**config.mk**
```make
export PLATFORM = sky130hd
export DESIGN_NAME = pipe_ctrl_flat
export DESIGN_NICKNAME = d
export VERILOG_FILES = /design/src/rtl/pipe_ctrl_if.sv /design/src/rtl/pipe_ctrl.sv /design/src/flat_wrapper.sv
export SDC_FILE = /design/constraint.sdc
export NUM_CORES = 1
export LEC_CHECK = 0
export ABC_CLOCK_PERIOD_IN_PS = 3700
export CORE_UTILIZATION = 42
export CTS_CLUSTER_DIAMETER = 40
export DETAILED_ROUTE_END_ITERATION = 12
export HOLD_SLACK_MARGIN = 0.03
export PLACE_DENSITY = 0.8
export SYNTH_ARGS = -nofsm -noshare
export SYNTH_HDL_FRONTEND = slang
export SYNTH_SLANG_ARGS = --single-unit
```
**constraint.sdc**
```tcl
create_clock -name clk -period 3.7 [get_ports clk]
set_input_delay 0.925 -clock clk [delete_from_list [all_inputs] [get_ports clk]]
set_output_delay 0.925 -clock clk [all_outputs]
set_load 0.01 [all_outputs]
```
**src/rtl/pipe_ctrl_if.sv**
```systemverilog
// Signal bundle between the pipeline controller and the CPU datapath.
// With STALL_WDOG_EN defined the bundle also carries stall_timeout_o.
interface pipe_ctrl_if;
    logic        stallreq_if_i;
    logic        stallreq_id_i;
    logic        stallreq_ex_i;
    logic        stallreq_mem_i;
    logic [31:0] excepttype_i;
    logic [31:0] cp0_epc_i;
    logic [5:0]  stall_o;
    logic        flush_o;
    logic [31:0] new_pc_o;
    logic        busy_flush_o;
    logic [31:0] stall_cycles_o;
`ifdef STALL_WDOG_EN
    logic        stall_timeout_o;

    modport slave (
        input  stallreq_if_i, stallreq_id_i, stallreq_ex_i, stallreq_mem_i,
        input  excepttype_i, cp0_epc_i,
        output stall_o, flush_o, new_pc_o, busy_flush_o, stall_cycles_o,
        output stall_timeout_o
    );
    modport master (
        output stallreq_if_i, stallreq_id_i, stallreq_ex_i, stallreq_mem_i,
        output excepttype_i, cp0_epc_i,
        input  stall_o, flush_o, new_pc_o, busy_flush_o, stall_cycles_o,
        input  stall_timeout_o
    );
`else
    modport slave (
        input  stallreq_if_i, stallreq_id_i, stallreq_ex_i, stallreq_mem_i,
        input  excepttype_i, cp0_epc_i,
        output stall_o, flush_o, new_pc_o, busy_flush_o, stall_cycles_o
    );
    modport master (
        output stallreq_if_i, stallreq_id_i, stallreq_ex_i, stallreq_mem_i,
        output excepttype_i, cp0_epc_i,
        input  stall_o, flush_o, new_pc_o, busy_flush_o, stall_cycles_o
    );
`endif
endinterface

```
**src/rtl/pipe_ctrl.sv**
```systemverilog
// Pipeline controller: stall merging, exception/ERET redirect sequencing, stall counter.
// Optional stall watchdog enabled by defining STALL_WDOG_EN.
module pipe_ctrl #(
    parameter logic [31:0] INT_VECTOR    = 32'h0000_0020,
    parameter logic [31:0] EXC_VECTOR    = 32'h0000_0040,
    parameter int          FLUSH_CYCLES  = 1,
    parameter int          STALL_TIMEOUT = 1024
) (
    input  logic       clk,
    input  logic       rst,
    pipe_ctrl_if.slave bus
);
    if (FLUSH_CYCLES < 1 || FLUSH_CYCLES > 15 || STALL_TIMEOUT < 1) begin : g_param_check
        $error("pipe_ctrl: FLUSH_CYCLES must be 1..15 and STALL_TIMEOUT >= 1");
    end

    typedef enum logic {ST_RUN, ST_FLUSH} state_t;

    state_t      r_state, w_state_nxt;
    logic [3:0]  r_flush_cnt, w_flush_cnt_nxt;
    logic [31:0] r_new_pc, w_new_pc_nxt, w_new_pc_out, w_vector;
    logic [31:0] r_stall_cycles;
    logic [5:0]  w_stall;
    logic        w_flush;

    // ERET returns to EPC; interrupts use INT_VECTOR; every other code goes to EXC_VECTOR.
    always_comb begin
        case (bus.excepttype_i)
            32'h0000_0001: w_vector = INT_VECTOR;
            32'h0000_000e: w_vector = bus.cp0_epc_i;
            default:       w_vector = EXC_VECTOR;
        endcase
    end

    always_comb begin
        w_state_nxt     = r_state;
        w_flush_cnt_nxt = r_flush_cnt;
        w_new_pc_nxt    = r_new_pc;
        w_new_pc_out    = r_new_pc;
        w_stall         = 6'b000000;
        w_flush         = 1'b0;
        case (r_state)
            ST_RUN: begin
                if (bus.excepttype_i != 32'h0) begin
                    w_flush      = 1'b1;
                    w_new_pc_out = w_vector;
                    w_new_pc_nxt = w_vector;
                    if (FLUSH_CYCLES > 1) begin
                        w_state_nxt     = ST_FLUSH;
                        w_flush_cnt_nxt = 4'(FLUSH_CYCLES - 1);
                    end
                end else if (bus.stallreq_mem_i) begin
                    w_stall = 6'b011111;
                end else if (bus.stallreq_ex_i) begin
                    w_stall = 6'b001111;
                end else if (bus.stallreq_id_i) begin
                    w_stall = 6'b000111;
                end else if (bus.stallreq_if_i) begin
                    w_stall = 6'b000011;
                end
            end
            ST_FLUSH: begin
                // Inputs here belong to squashed instructions and are ignored.
                w_flush = 1'b1;
                if (r_flush_cnt <= 4'd1) begin
                    w_state_nxt     = ST_RUN;
                    w_flush_cnt_nxt = 4'd0;
                end else begin
                    w_flush_cnt_nxt = r_flush_cnt - 4'd1;
                end
            end
            default: begin
                w_state_nxt     = ST_RUN;
                w_flush_cnt_nxt = 4'd0;
            end
        endcase
    end

    always_ff @(posedge clk) begin
        if (rst) begin
            r_state        <= ST_RUN;
            r_flush_cnt    <= 4'd0;
            r_new_pc       <= 32'h0;
            r_stall_cycles <= 32'h0;
        end else begin
            r_state     <= w_state_nxt;
            r_flush_cnt <= w_flush_cnt_nxt;
            r_new_pc    <= w_new_pc_nxt;
            if (w_stall[0]) r_stall_cycles <= r_stall_cycles + 32'd1;
        end
    end

`ifdef STALL_WDOG_EN
    logic [31:0] r_run_len;
    logic        r_timeout;

    // Run length saturates at the limit; the timeout flag is sticky until reset.
    always_ff @(posedge clk) begin
        if (rst) begin
            r_run_len <= 32'h0;
            r_timeout <= 1'b0;
        end else if (w_stall[0]) begin
            if (r_run_len < 32'(STALL_TIMEOUT)) r_run_len <= r_run_len + 32'd1;
            if (r_run_len >= 32'(STALL_TIMEOUT - 1)) r_timeout <= 1'b1;
        end else begin
            r_run_len <= 32'h0;
        end
    end

    assign bus.stall_timeout_o = r_timeout;
`endif

    assign bus.stall_o        = w_stall;
    assign bus.flush_o        = w_flush;
    assign bus.new_pc_o       = w_new_pc_out;
    assign bus.busy_flush_o   = (r_state == ST_FLUSH);
    assign bus.stall_cycles_o = r_stall_cycles;
endmodule

```
**src/flat_wrapper.sv**
```systemverilog
// flat-port wrapper written by rule: the top's interface ports become plain ports
module pipe_ctrl_flat 
#(
    parameter logic [31:0] INT_VECTOR    = 32'h0000_0020,
    parameter logic [31:0] EXC_VECTOR    = 32'h0000_0040,
    parameter int          FLUSH_CYCLES  = 1,
    parameter int          STALL_TIMEOUT = 1024
)
  (clk, rst, bus_stallreq_if_i, bus_stallreq_id_i, bus_stallreq_ex_i, bus_stallreq_mem_i, bus_excepttype_i, bus_cp0_epc_i, bus_stall_o, bus_flush_o, bus_new_pc_o, bus_busy_flush_o, bus_stall_cycles_o);
  pipe_ctrl_if bus_i ();
  input  logic clk;
  input  logic rst;
  input wire logic [$bits(bus_i.stallreq_if_i)-1:0] bus_stallreq_if_i;
  input wire logic [$bits(bus_i.stallreq_id_i)-1:0] bus_stallreq_id_i;
  input wire logic [$bits(bus_i.stallreq_ex_i)-1:0] bus_stallreq_ex_i;
  input wire logic [$bits(bus_i.stallreq_mem_i)-1:0] bus_stallreq_mem_i;
  input wire logic [$bits(bus_i.excepttype_i)-1:0] bus_excepttype_i;
  input wire logic [$bits(bus_i.cp0_epc_i)-1:0] bus_cp0_epc_i;
  output wire logic [$bits(bus_i.stall_o)-1:0] bus_stall_o;
  output wire logic [$bits(bus_i.flush_o)-1:0] bus_flush_o;
  output wire logic [$bits(bus_i.new_pc_o)-1:0] bus_new_pc_o;
  output wire logic [$bits(bus_i.busy_flush_o)-1:0] bus_busy_flush_o;
  output wire logic [$bits(bus_i.stall_cycles_o)-1:0] bus_stall_cycles_o;
  assign bus_i.stallreq_if_i = bus_stallreq_if_i;
  assign bus_i.stallreq_id_i = bus_stallreq_id_i;
  assign bus_i.stallreq_ex_i = bus_stallreq_ex_i;
  assign bus_i.stallreq_mem_i = bus_stallreq_mem_i;
  assign bus_i.excepttype_i = bus_excepttype_i;
  assign bus_i.cp0_epc_i = bus_cp0_epc_i;
  assign bus_stall_o = bus_i.stall_o;
  assign bus_flush_o = bus_i.flush_o;
  assign bus_new_pc_o = bus_i.new_pc_o;
  assign bus_busy_flush_o = bus_i.busy_flush_o;
  assign bus_stall_cycles_o = bus_i.stall_cycles_o;
  pipe_ctrl #(.INT_VECTOR(INT_VECTOR), .EXC_VECTOR(EXC_VECTOR), .FLUSH_CYCLES(FLUSH_CYCLES), .STALL_TIMEOUT(STALL_TIMEOUT)) u_core (.clk(clk), .rst(rst), .bus(bus_i));
endmodule
```
==> summary.md, run 1 <==
| Metric | Value |
|---|---|
| Vias in the first global route | 3533 |
| Post-Syn Area | 3220 sq um |
| Detail Route met2 WL | 5.81 mm |
| Post-route setup TNS | -0.00722 ns |
| Wire per inst | 17.8 um |
| Register bit count reported by yosys | 69 |
| # diodes | 0 |
| Drt first pass iters | 4 |
| M1 wire length | 4.52 mm |
| WP buf/inv | 5 |
| Critical Path Sink Type | primary output |
| Final worst-path cycle share | 1.00 |
| Netlist cell types | 30 |
| Starting Density | 0.439 |
| Die Area | 8010 sq um |
| Top cell type's share of synthesized area | 0.430 |
| Post-synthesis compound-gate area fraction | 0.279 |
| Setup ws final | -0.00722 ns |
| # Max-Cap Violations | 0 |
| Max_slew headroom | 0.498 |
| Synth async-reset ratio | 0 |
| Arrival time worst endpoint | 2.78 ns |
| Area leader, netlist | dfxtp_1 |
| Period minus WS final | 3.71 ns |
| Crit path required time | 2.77 ns |
| Peak VDD IR | 0.000221 V |
| Post-synth EDFFs | 0 |
| Vias | 3707 |
| Crit path kind | primary input to primary output |
| First-pass GRT wire length | 17.4 mm |
| Hold Fails Final Rpt | 0 |
| Drt drc | 0 |
| CP max FO | 3 |
| Non-filler instance count after layout | 641 |
| Syn Nets | 436 |
| Filler cells | 544 |
| RD Place Congestion | 0.838 |
| DR WL met3 | 889 um |
| GRT overflow | 0 |
| Post-synthesis simple-gate area fraction | 0.227 |
| Initial antenna violation count | 0 |
| CTS Sinks | 69 |
| Nets@finish | 610 |
| Ratio of cells with drive above 1 in the final layout | 0.212 |
| Initial detailed-routing violation count | 243 |
| FP Rows | 31 |
| Slowest stage cell, crit path | or4_4 |
| Register area share after synthesis | 0.430 |
| Worst slew pin tran | 0.747 ns |
| CP Launch Type | primary input |
| Vias per std cell | 5.78 |
| PwrDens | 276 nW/um^2 |
| DP Worst Slack | -0.435 ns |
| Final ANT Viol Nets | 0 |
| Fraction of synthesized area in multiplexers | 0.00311 |
| Syn Inst Count | 363 |
| Clock skew | 0.00997 ns |
| Root buf cell | clkbuf_8 |
| Synth area leaders | dfxtp_1 43%, a22o_1 16%, a21oi_1 5.4% |
| Routed WL | 11.4 mm |
| Synth-to-Final Area Change | 63.3% |
| Violated checks | setup timing |
| DP Wirelength | 7.07 mm |
| Largest net degree at the start of global routing | 40 |
| Adder-Cell Fraction of Synth Area | 0.0117 |
| Delay of the slowest critical-path stage | 0.54 ns |
| Largest family of logic cells by synthesized area | compound AO/OA/AOI/OAI gates |
| Cts bufs inserted | 9 |
| Gr usage total | 0.289 |
| CTS tree | built |
| Max Buffers Root-to-Sink | 2 |
| # placed instances | 599 |
| Power, Total | 0.00145 W |
| Core Area | 7330 sq um |
| Hold WC Path Type | flop to flop |
| Max Freq | 270 MHz |
| Run status | complete, but fails checks |
| Slew Limit Fails | 0 |
| Register area | 1380 sq um |
| Pleak | 2.06 nW |
| Final setup vio count | 1 |
| Post-synth top flop | dfxtp_1 |
| H-tree lvl count | 3 |
| CP dominant cell by count | buf_4 |
| Clk Latency, worst-skew pair | 0.34 ns |
| Syn_area_per_cell | 8.86 sq um |
| CP Cell Sequence | dlygate4sd2_1, nor4_2, buf_4, nand4_1, buf_4, or4_4, inv_4, clkdlybuf4s15_2 |
| Hold_buf cts | 0 |
| I/O pins | 142 |
| XOR/XNOR Fraction of Synth Area | 0.00545 |
| Port buffer count | 140 |
| Die W | 89.5 um |
| Synth warnings | 0 |
| Reg clk slew, reported paths | 0.07 ns |
| Area of the multi-input gates | 1810 sq um |
| Top Family by Delay on Critical Path | simple AND/OR/NAND/NOR gates |
| Die H | 89.5 um |
| Max Used Layer | met4 |
==> routing by layer <==
layer / GRT usage / up-vias
met4: 0.123 / 0
met1: 0.334 / 1774
met3: 0.0794 / 19
met2: 0.503 / 165
li1: - / 1749
met5: 0 / -
==> cells by family after synthesis <==
group | after synthesis
other | 1
and+or+nand+nor | 125
muxes | 1
AOI/OAI and AO/OA | 129
DFF | 69
adders and majority gates | 3
buffers and inverters | 33
xor gates and xnor gates | 2
==> worst paths after layout <==
path | start | to | slack, ns | cells past startpoint
hold / removal | u_core.bus.stall_cycles_o[31]$_SDFFE_PP0P_ | u_core.bus.stall_cycles_o[31]$_SDFFE_PP0P_ | 0.48 | 2
setup reg to reg | u_core.bus.busy_flush_o$_SDFF_PP0_ | u_core.bus.stall_cycles_o[0]$_SDFFE_PP0P_ | 1.34 | 14
setup / recovery | bus_excepttype_i[4] | bus_stall_o[0] | -0.007 | 8
hold reg to reg | u_core.bus.stall_cycles_o[31]$_SDFFE_PP0P_ | u_core.bus.stall_cycles_o[31]$_SDFFE_PP0P_ | 0.48 | 2
==> registers in the layout (all words and copies together) (netlist names) <==
signal	flops
u_core.bus.busy_flush_o	1
u_core.r_flush_cnt	4
u_core.bus.stall_cycles_o	32
u_core.r_new_pc	32
==> worst min-delay path, stage by stage (launching register included) <==
cell,delay (ns)
dfxtp_1,0.31
o21ai_0,0.07
a21oi_1,0.06
==> synthesized netlist by cell type (2+ instances only) <==
cell type  instances
nand2_1           20
xnor2_1            2
a22o_1            60
nor2_1            18
ha_1               3
o21ai_0           23
nor2b_1            2
a21oi_1           35
and4_1             3
o31ai_1            9
buf_4              2
nor4_4             2
clkbuf_1          20
or3_1             22
nand3_1           15
nand4_1           13
nor3_1             5
nor4_2             2
and3_1             5
or4_1              7
inv_1             10
dfxtp_1           69
nor4_1             8
nand4b_1           2
==> stage by stage <==
step	utilization	hold slack, ns	instance area [sq um]
after floorplan	-	0.440	3220
after global placement	0.659	0.462	4830
after detailed placement	0.659	0.466	4830
after CTS	0.718	0.485	5260
after global routing	0.717	0.495	5250
final	0.717	0.484	5250
==> where the power goes <==
| group | total (W) | switching (W) | internal [W] |
|---|---|---|---|
| combinational | 0.000104 | 0.0000403 | 0.0000634 |
| clock | 0.000605 | 0.000277 | 0.000328 |
| sequential | 0.000743 | 0.000000431 | 0.000743 |
| total | 0.00145 | 0.000318 | 0.00113 |
==> placed cells by master (no fill, tap or decap), types with 3 or more instances in the layout <==
| master | instances |
|---|---|
| a21oi_1 | 34 |
| a22o_1 | 60 |
| and3_1 | 3 |
| buf_16 | 3 |
| buf_2 | 30 |
| buf_4 | 36 |
| buf_6 | 5 |
| clkbuf_8 | 10 |
| clkdlybuf4s15_1 | 3 |
| clkdlybuf4s50_1 | 70 |
| dfxtp_1 | 69 |
| dlygate4sd2_1 | 22 |
| dlymetal6s2s_1 | 10 |
| ha_1 | 3 |
| inv_1 | 9 |
| nand2_1 | 20 |
| nand3_1 | 14 |
| nand4_1 | 13 |
| nor2_1 | 17 |
| nor3_1 | 4 |
| nor4_1 | 4 |
| nor4_2 | 3 |
| nor4_4 | 5 |
| o21ai_0 | 23 |
| o31ai_1 | 9 |
| or3_1 | 22 |
| or4_1 | 7 |
==> timing repair <==
item | CTS | global route
gates cloned | 6 | 0
setup buffers | 24 | 3
endpoints found under the setup margin | 38 | 36
pin swaps | 17 | 13
resized for setup | 187 | 25
==> final cells by class <==
type / count / area share
tap: 99 / 0.0236
timing repair buffer: 186 / 0.325
multi-input combinational: 261 / 0.344
inverter: 10 / 0.00762
clock inverter: 4 / 0.00905
clock buffer: 12 / 0.0276
sequential: 69 / 0.263
No activity file was read; power rests on OpenSTA's default activity.
==> inputs of run 2 (changes only) <==
--- a/config.mk
+++ b/config.mk
@@ -6,6 +6,7 @@
 export NUM_CORES = 1
 export LEC_CHECK = 0
 export ABC_CLOCK_PERIOD_IN_PS = 3700
+export CORE_ASPECT_RATIO = 0.8
 export CORE_UTILIZATION = 42
 export CTS_CLUSTER_DIAMETER = 40
 export DETAILED_ROUTE_END_ITERATION = 12
==> summary.md, run 2 (synthesized netlist as in run 1, its figures left out) <==
| Metric | Value |
|---|---|
| Run status | finished, final reports clean (was complete, but fails checks) |
| Drt drc | 0 (unchanged) |
| Ratio of cells with drive above 1 in the final layout | 0.199 (was 0.212) |
| Pleak | 2.04 nW (was 2.06 nW) |
| Wire per inst | 16.3 um (was 17.8 um) |
| Hold Fails Final Rpt | 0 (unchanged) |
| FP Rows | 28 (was 31) |
| DP Worst Slack | -0.412 ns (was -0.435 ns) |
| H-tree lvl count | 3 (unchanged) |
| Crit path required time | 2.77 ns (about the same) |
| Max Buffers Root-to-Sink | 2 (unchanged) |
| Setup ws final | 0.0439 ns (was -0.00722 ns) |
| Worst slew pin tran | 0.721 ns (was 0.747 ns) |
| Worst r2r src | u_core.bus.stall_cycles_o[13]$_SDFFE_PP0P_ (was u_core.bus.busy_flush_o$_SDFF_PP0_) |
| Hold WC Path Type | flop to flop (unchanged) |
| # Max-Cap Violations | 0 (unchanged) |
| Max Freq | 274 MHz (was 270 MHz) |
| Vias per std cell | 5.66 (was 5.78) |
| Critical Path Sink Type | primary output (unchanged) |
| Root buf cell | clkbuf_8 (unchanged) |
| Worst hold slack | 0.483 ns (was 0.484 ns) |
| Most common cell after layout, fill and taps aside | clkdlybuf4s50_1 (unchanged) |
| Final worst-path cycle share | 0.988 (was 1.00) |
| Final setup vio count | 0 (was 1) |
| Clock skew | 0.00585 ns (was 0.00997 ns) |
| Largest net degree at the start of global routing | 42 (was 40) |
| Die H | 80.3 um (was 89.5 um) |
| Filler cells | 565 (was 544) |
| Core Area | 7390 sq um (was 7330 sq um) |
| Peak VDD IR | 0.000163 V (was 0.000221 V) |
| Vias | 3613 (was 3707) |
| CTS tree | built (unchanged) |
| Area of the multi-input gates | 1800 sq um (was 1810 sq um) |
| DP Wirelength | 6.55 mm (was 7.07 mm) |
| Reg clk slew, reported paths | 0.07 ns (about the same) |
| Max_slew headroom | 0.516 (was 0.498) |
| Die Area | 8010 sq um (about the same) |
| Initial antenna violation count | 0 (unchanged) |
| Vias in the first global route | 3398 (was 3533) |
| Arrival time worst endpoint | 2.73 ns (was 2.78 ns) |
| Period minus WS final | 3.66 ns (was 3.71 ns) |
| CTS Sinks | 69 (unchanged) |
| Nets@finish | 601 (was 610) |
| Synth-to-Final Area Change | 62.1% (was 63.3%) |
| Starting Density | 0.435 (was 0.439) |
| Port buffer count | 140 (unchanged) |
| RD Place Congestion | 0.783 (was 0.838) |
| GRT overflow | 0 (unchanged) |
| Initial detailed-routing violation count | 186 (was 243) |
| PwrDens | 280 nW/um^2 (was 276 nW/um^2) |
| Clk Latency, worst-skew pair | 0.34 ns (about the same) |
| Crit path kind | primary input to primary output (unchanged) |
| Die W | 99.8 um (was 89.5 um) |
| Cts bufs inserted | 9 (unchanged) |
| I/O pins | 142 (unchanged) |
| CP startpoint | bus_excepttype_i[25] (was bus_excepttype_i[4]) |
| Cell Area, Placed | 4840 sq um (was 4830 sq um) |
| Final Instance Area | 5210 sq um (was 5250 sq um) |
| Gr usage total | 0.251 (was 0.289) |
| First-pass GRT wire length | 15.9 mm (was 17.4 mm) |
| CP max FO | 4 (was 3) |
| # diodes | 0 (unchanged) |
| Hold_buf cts | 0 (unchanged) |
| CP Launch Type | primary input (unchanged) |
| Drt first pass iters | 4 (unchanged) |
| Slew Limit Fails | 0 (unchanged) |
| Power, Total | 0.00146 W (was 0.00145 W) |
| Worst Hold Launch | u_core.r_new_pc[20]$_SDFF_PP0_ (was u_core.bus.stall_cycles_o[31]$_SDFFE_PP0P_) |
| Routed WL | 10.4 mm (was 11.4 mm) |
| Final ANT Viol Nets | 0 (unchanged) |
| Register area | 1380 sq um (unchanged) |
| Most frequent cells in the layout | 78 x clkdlybuf4s50_1, 69 x dfxtp_1, 60 x a22o_1, 35 x a21oi_1, 31 x buf_2 (was 70 x clkdlybuf4s50_1, 69 x dfxtp_1, 60 x a22o_1, 36 x buf_4, 34 x a21oi_1) |
==> run 2: changes by cell type in the layout (fill, tap and decap cells not counted), sizes merged <==
cell,delta
dlygate4sd2,-11
buf,-9
clkdlybuf4s50,+8
dlymetal6s2s,+4
clkdlybuf4s15,-2
clkbuf,+1
==> run 2: power breakdown <==
group / total [W] / internal, W / leakage [nW] / switching, W
clock: 0.000611 / 0.000328 / 0.0964 / 0.000283
combinational: 0.000107 / 0.0000680 / 1.38 / 0.0000385
sequential: 0.000743 / 0.000743 / 0.556 / 0.000000284
total: 0.00146 / 0.00114 / 2.04 / 0.000322
==> run 2: critical path: stages <==
cell and delay (ns):
clkdlybuf4s50_1 0.45, nor4_2 0.20, and4_4 0.29, buf_4 0.11, buf_4 0.11, and3_4 0.21
and3_1 0.17, dlygate4sd2_1 0.27
==> run 2: metrics by stage <==
stage	utilization	TNS [ns]	instances
2_1_floorplan	-	0	363
3_3_place_gp	0.654	-13.56	605
3_5_place_dp	0.654	-14.49	605
4_1_cts	0.695	0	636
5_1_grt	0.705	-0.328	638
6_report	0.705	0	638
==> run 2: cell type report <==
type,instances,share of cell area
clock buffers,12,0.0279
inverters,10,0.00768
flip-flops and latches,69,0.265
well taps,105,0.0252
repair buffers,177,0.319
clock inverters,4,0.00912
multi-input cells,261,0.346
==> run 2: per-layer routing <==
layer	GRT usage	routed length [um]	vias up
li1	-	-	1729
met1	0.303	4370	1728
met2	0.426	5130	140
met3	0.0818	669	16
met4	0.0765	197	0
met5	0	0	-
==> run 2: worst paths after layout <==
path / slack, ns / to / cells past startpoint
max: 0.04 / bus_stall_o[4] / 8
min: 0.48 / u_core.r_new_pc[20]$_SDFF_PP0_ / 1
max reg2reg: 1.64 / u_core.bus.stall_cycles_o[25]$_SDFFE_PP0P_ / 5
min reg2reg: 0.48 / u_core.r_new_pc[20]$_SDFF_PP0_ / 1
==> run 2: what timing repair did <==
action / in CTS / in global routing
setup endpoints to repair: 38 / 38
gates resized for setup: 171 / 22
pin swaps: 18 / 13
gates cloned: 4 / 0
setup buffers: 11 / 3
==> inputs of run 3 (changes only) <==
--- a/config.mk
+++ b/config.mk
@@ -5,10 +5,11 @@
 export SDC_FILE = /design/constraint.sdc
 export NUM_CORES = 1
 export LEC_CHECK = 0
-export ABC_CLOCK_PERIOD_IN_PS = 3700
+export ABC_CLOCK_PERIOD_IN_PS = 4200
 export CORE_ASPECT_RATIO = 0.8
 export CORE_UTILIZATION = 42
 export CTS_CLUSTER_DIAMETER = 40
+export CTS_CLUSTER_SIZE = 25
 export DETAILED_ROUTE_END_ITERATION = 12
 export HOLD_SLACK_MARGIN = 0.03
 export PLACE_DENSITY = 0.8
==> constraint.sdc (replaced) <==
create_clock -name clk -period 4.2 [get_ports clk]
set_input_delay 1.05 -clock clk [delete_from_list [all_inputs] [get_ports clk]]
set_output_delay 1.05 -clock clk [all_outputs]
set_load 0.01 [all_outputs]
==> summary.md, run 3 (synthesized netlist as in run 1, its figures left out) <==
| Metric | Value |
|---|---|
| Drt drc | 0 (unchanged) |
| Final Instance Area | 5030 sq um (was 5210 sq um) |
| Worst Hold Launch | u_core.r_new_pc[30]$_SDFF_PP0_ (was u_core.r_new_pc[20]$_SDFF_PP0_) |
| CTS Sinks | 69 (unchanged) |
| Cell Area, Placed | 4830 sq um (was 4840 sq um) |
| GRT overflow | 0 (unchanged) |
| # placed instances | 604 (was 605) |
| Reg clk slew, reported paths | 0.07 ns (about the same) |
| Core Util, Final | 0.681 (was 0.705) |
| Vias in the first global route | 3226 (was 3398) |
| RD Place Congestion | 0.765 (was 0.783) |
| PwrDens | 255 nW/um^2 (was 280 nW/um^2) |
| CTS tree | built (unchanged) |
| Ratio of cells with drive above 1 in the final layout | 0.0930 (was 0.199) |
| Clk Latency, worst-skew pair | 0.33 ns (was 0.34 ns) |
| Arrival time worst endpoint | 3.06 ns (was 2.73 ns) |
| H-tree lvl count | 3 (unchanged) |
| Die H | 80.3 um (unchanged) |
| Drt first pass iters | 4 (unchanged) |
| Run status | finished, final reports clean (unchanged) |
| Final setup vio count | 0 (unchanged) |
| RSZ-0062 raised after global routing | false |
| # diodes | 0 (unchanged) |
| Clock skew | 0.00427 ns (was 0.00585 ns) |
| Period minus WS final | 4.11 ns |
| Core Area | 7390 sq um (unchanged) |
| Pleak | 1.90 nW (was 2.04 nW) |
| FP Rows | 28 (unchanged) |
| Most common cell after layout, fill and taps aside | clkdlybuf4s50_1 (unchanged) |
| Crit path kind | primary input to primary output (unchanged) |
| Routed WL | 9.64 mm (was 10.4 mm) |
| Final worst-path cycle share | 0.978 |
| Cts bufs inserted | 9 (unchanged) |
| Vias | 3477 (was 3613) |
| CP startpoint | bus_excepttype_i[6] (was bus_excepttype_i[25]) |
| Die Area | 8010 sq um (unchanged) |
| Hold Fails Final Rpt | 0 (unchanged) |
| Critical Path Sink Type | primary output (unchanged) |
| Wire per inst | 15.5 um (was 16.3 um) |
| Root buf cell | clkbuf_8 (unchanged) |
| # Max-Cap Violations | 0 (unchanged) |
| Top Family by Delay on Critical Path | buffers and inverters (unchanged) |
| Crit path required time | 3.15 ns (was 2.77 ns) |
| I/O pins | 142 (unchanged) |
| Hold_buf cts | 0 (unchanged) |
| Die W | 99.8 um (unchanged) |
| Nets@finish | 584 (was 601) |
| Power, Total | 0.00128 W (was 0.00146 W) |
| CP Cell Sequence | clkdlybuf4s50_1, nor4_4, and4_1, buf_4, and3_4, buf_4, a21oi_1, clkdlybuf4s50_1 (was clkdlybuf4s50_1, nor4_2, and4_4, buf_4, buf_4, and3_4, and3_1, dlygate4sd2_1) |
| Slowest stage cell, crit path | clkdlybuf4s50_1 (unchanged) |
| Slew Limit Fails | 0 (unchanged) |
| Largest net degree at the start of global routing | 33 (was 42) |
| Starting Density | 0.435 (unchanged) |
| CP max FO | 4 (unchanged) |
| Port buffer count | 140 (unchanged) |
| Final ANT Viol Nets | 0 (unchanged) |
| Initial detailed-routing violation count | 158 (was 186) |
| First-pass GRT wire length | 15.2 mm (was 15.9 mm) |
| Max_slew headroom | 0.521 (was 0.516) |
| Peak VDD IR | 0.000121 V (was 0.000163 V) |
| Delay of the slowest critical-path stage | 0.50 ns (was 0.45 ns) |
| Max Freq | 243 MHz |
| Non-filler instance count after layout | 621 (was 638) |
| Initial antenna violation count | 0 (unchanged) |
| Vias per std cell | 5.60 (was 5.66) |
| Max Buffers Root-to-Sink | 2 (unchanged) |
| Worst slew pin tran | 0.714 ns (was 0.721 ns) |
| DP Wirelength | 6.91 mm (was 6.55 mm) |
| Gr usage total | 0.240 (was 0.251) |
| CP Launch Type | primary input (unchanged) |
| Worst r2r src | u_core.bus.stall_cycles_o[13]$_SDFFE_PP0P_ (unchanged) |
| WP buf/inv | 4 (unchanged) |
| Hold WC Path Type | flop to flop (unchanged) |
| Synth-to-Final Area Change | 56.5% (was 62.1%) |
| Most frequent cells in the layout | 103 x clkdlybuf4s50_1, 69 x dfxtp_1, 60 x a22o_1, 35 x a21oi_1, 34 x dlygate4sd2_1 (was 78 x clkdlybuf4s50_1, 69 x dfxtp_1, 60 x a22o_1, 35 x a21oi_1, 31 x buf_2) |
| Post-route setup TNS | 0 ns (unchanged) |
==> run 3: cell count changes in the layout (fill, tap and decap cells not counted), moves of 3 or more <==
| cell | previous run | this run |
|---|---|---|
| dlymetal6s2s_1 | 14 | 3 |
| buf_6 | 5 | 0 |
| buf_4 | 26 | 18 |
| buf_16 | 3 | 0 |
| dlygate4sd2_1 | 11 | 34 |
| buf_2 | 31 | 0 |
| clkdlybuf4s50_1 | 78 | 103 |
==> run 3: per-layer routing <==
| metal | vias up | routed length [um] | GRT usage |
|---|---|---|---|
| li1 | 1698 | - | - |
| met1 | 1642 | 4050 | 0.297 |
| met2 | 129 | 4880 | 0.412 |
| met3 | 8 | 600 | 0.0627 |
| met4 | 0 | 106 | 0.0662 |
| met5 | - | 0 | 0 |
==> run 3: what timing repair did <==
item | 4_1_cts | 5_1_grt
pin swaps | 2 | 3
setup buffers | 0 | 1
endpoints found under the setup margin | 38 | 14
gates resized for setup | 38 | 5
==> run 3: through the flow <==
stage               setup WS [ns]  hold WS (ns)
finish                     0.0903         0.484
global route             0.000466         0.503
CTS                        0.0173         0.488
detailed placement         -0.166         0.466
global placement           -0.137         0.461
floorplan                   0.680         0.440
==> run 3: worst paths after layout <==
path                                                end  slack, ns  depth (start not counted)
max                                     bus_new_pc_o[6]       0.09                          8
min                      u_core.r_new_pc[30]$_SDFF_PP0_       0.48                          1
max reg2reg  u_core.bus.stall_cycles_o[29]$_SDFFE_PP0P_       2.09                          5
min reg2reg              u_core.r_new_pc[30]$_SDFF_PP0_       0.48                          1
==> run 3: layout make-up <==
class,instances,area (sq um)
fill,627,2360
multi-input combinational,261,1750
timing repair buffer,160,1540
sequential,69,1380
clock buffer,12,145
tap,105,131
clock inverter,4,47.5
inverter,10,37.5
==> run 3: where the power goes <==
part / leakage [nW] / total (W) / internal, W / switching [W]
clock network: 0.0964 / 0.000535 / 0.000289 / 0.000246
registers: 0.556 / 0.000654 / 0.000654 / 0.000000167
logic: 1.25 / 0.0000936 / 0.0000630 / 0.0000305
total: 1.90 / 0.00128 / 0.00101 / 0.000276
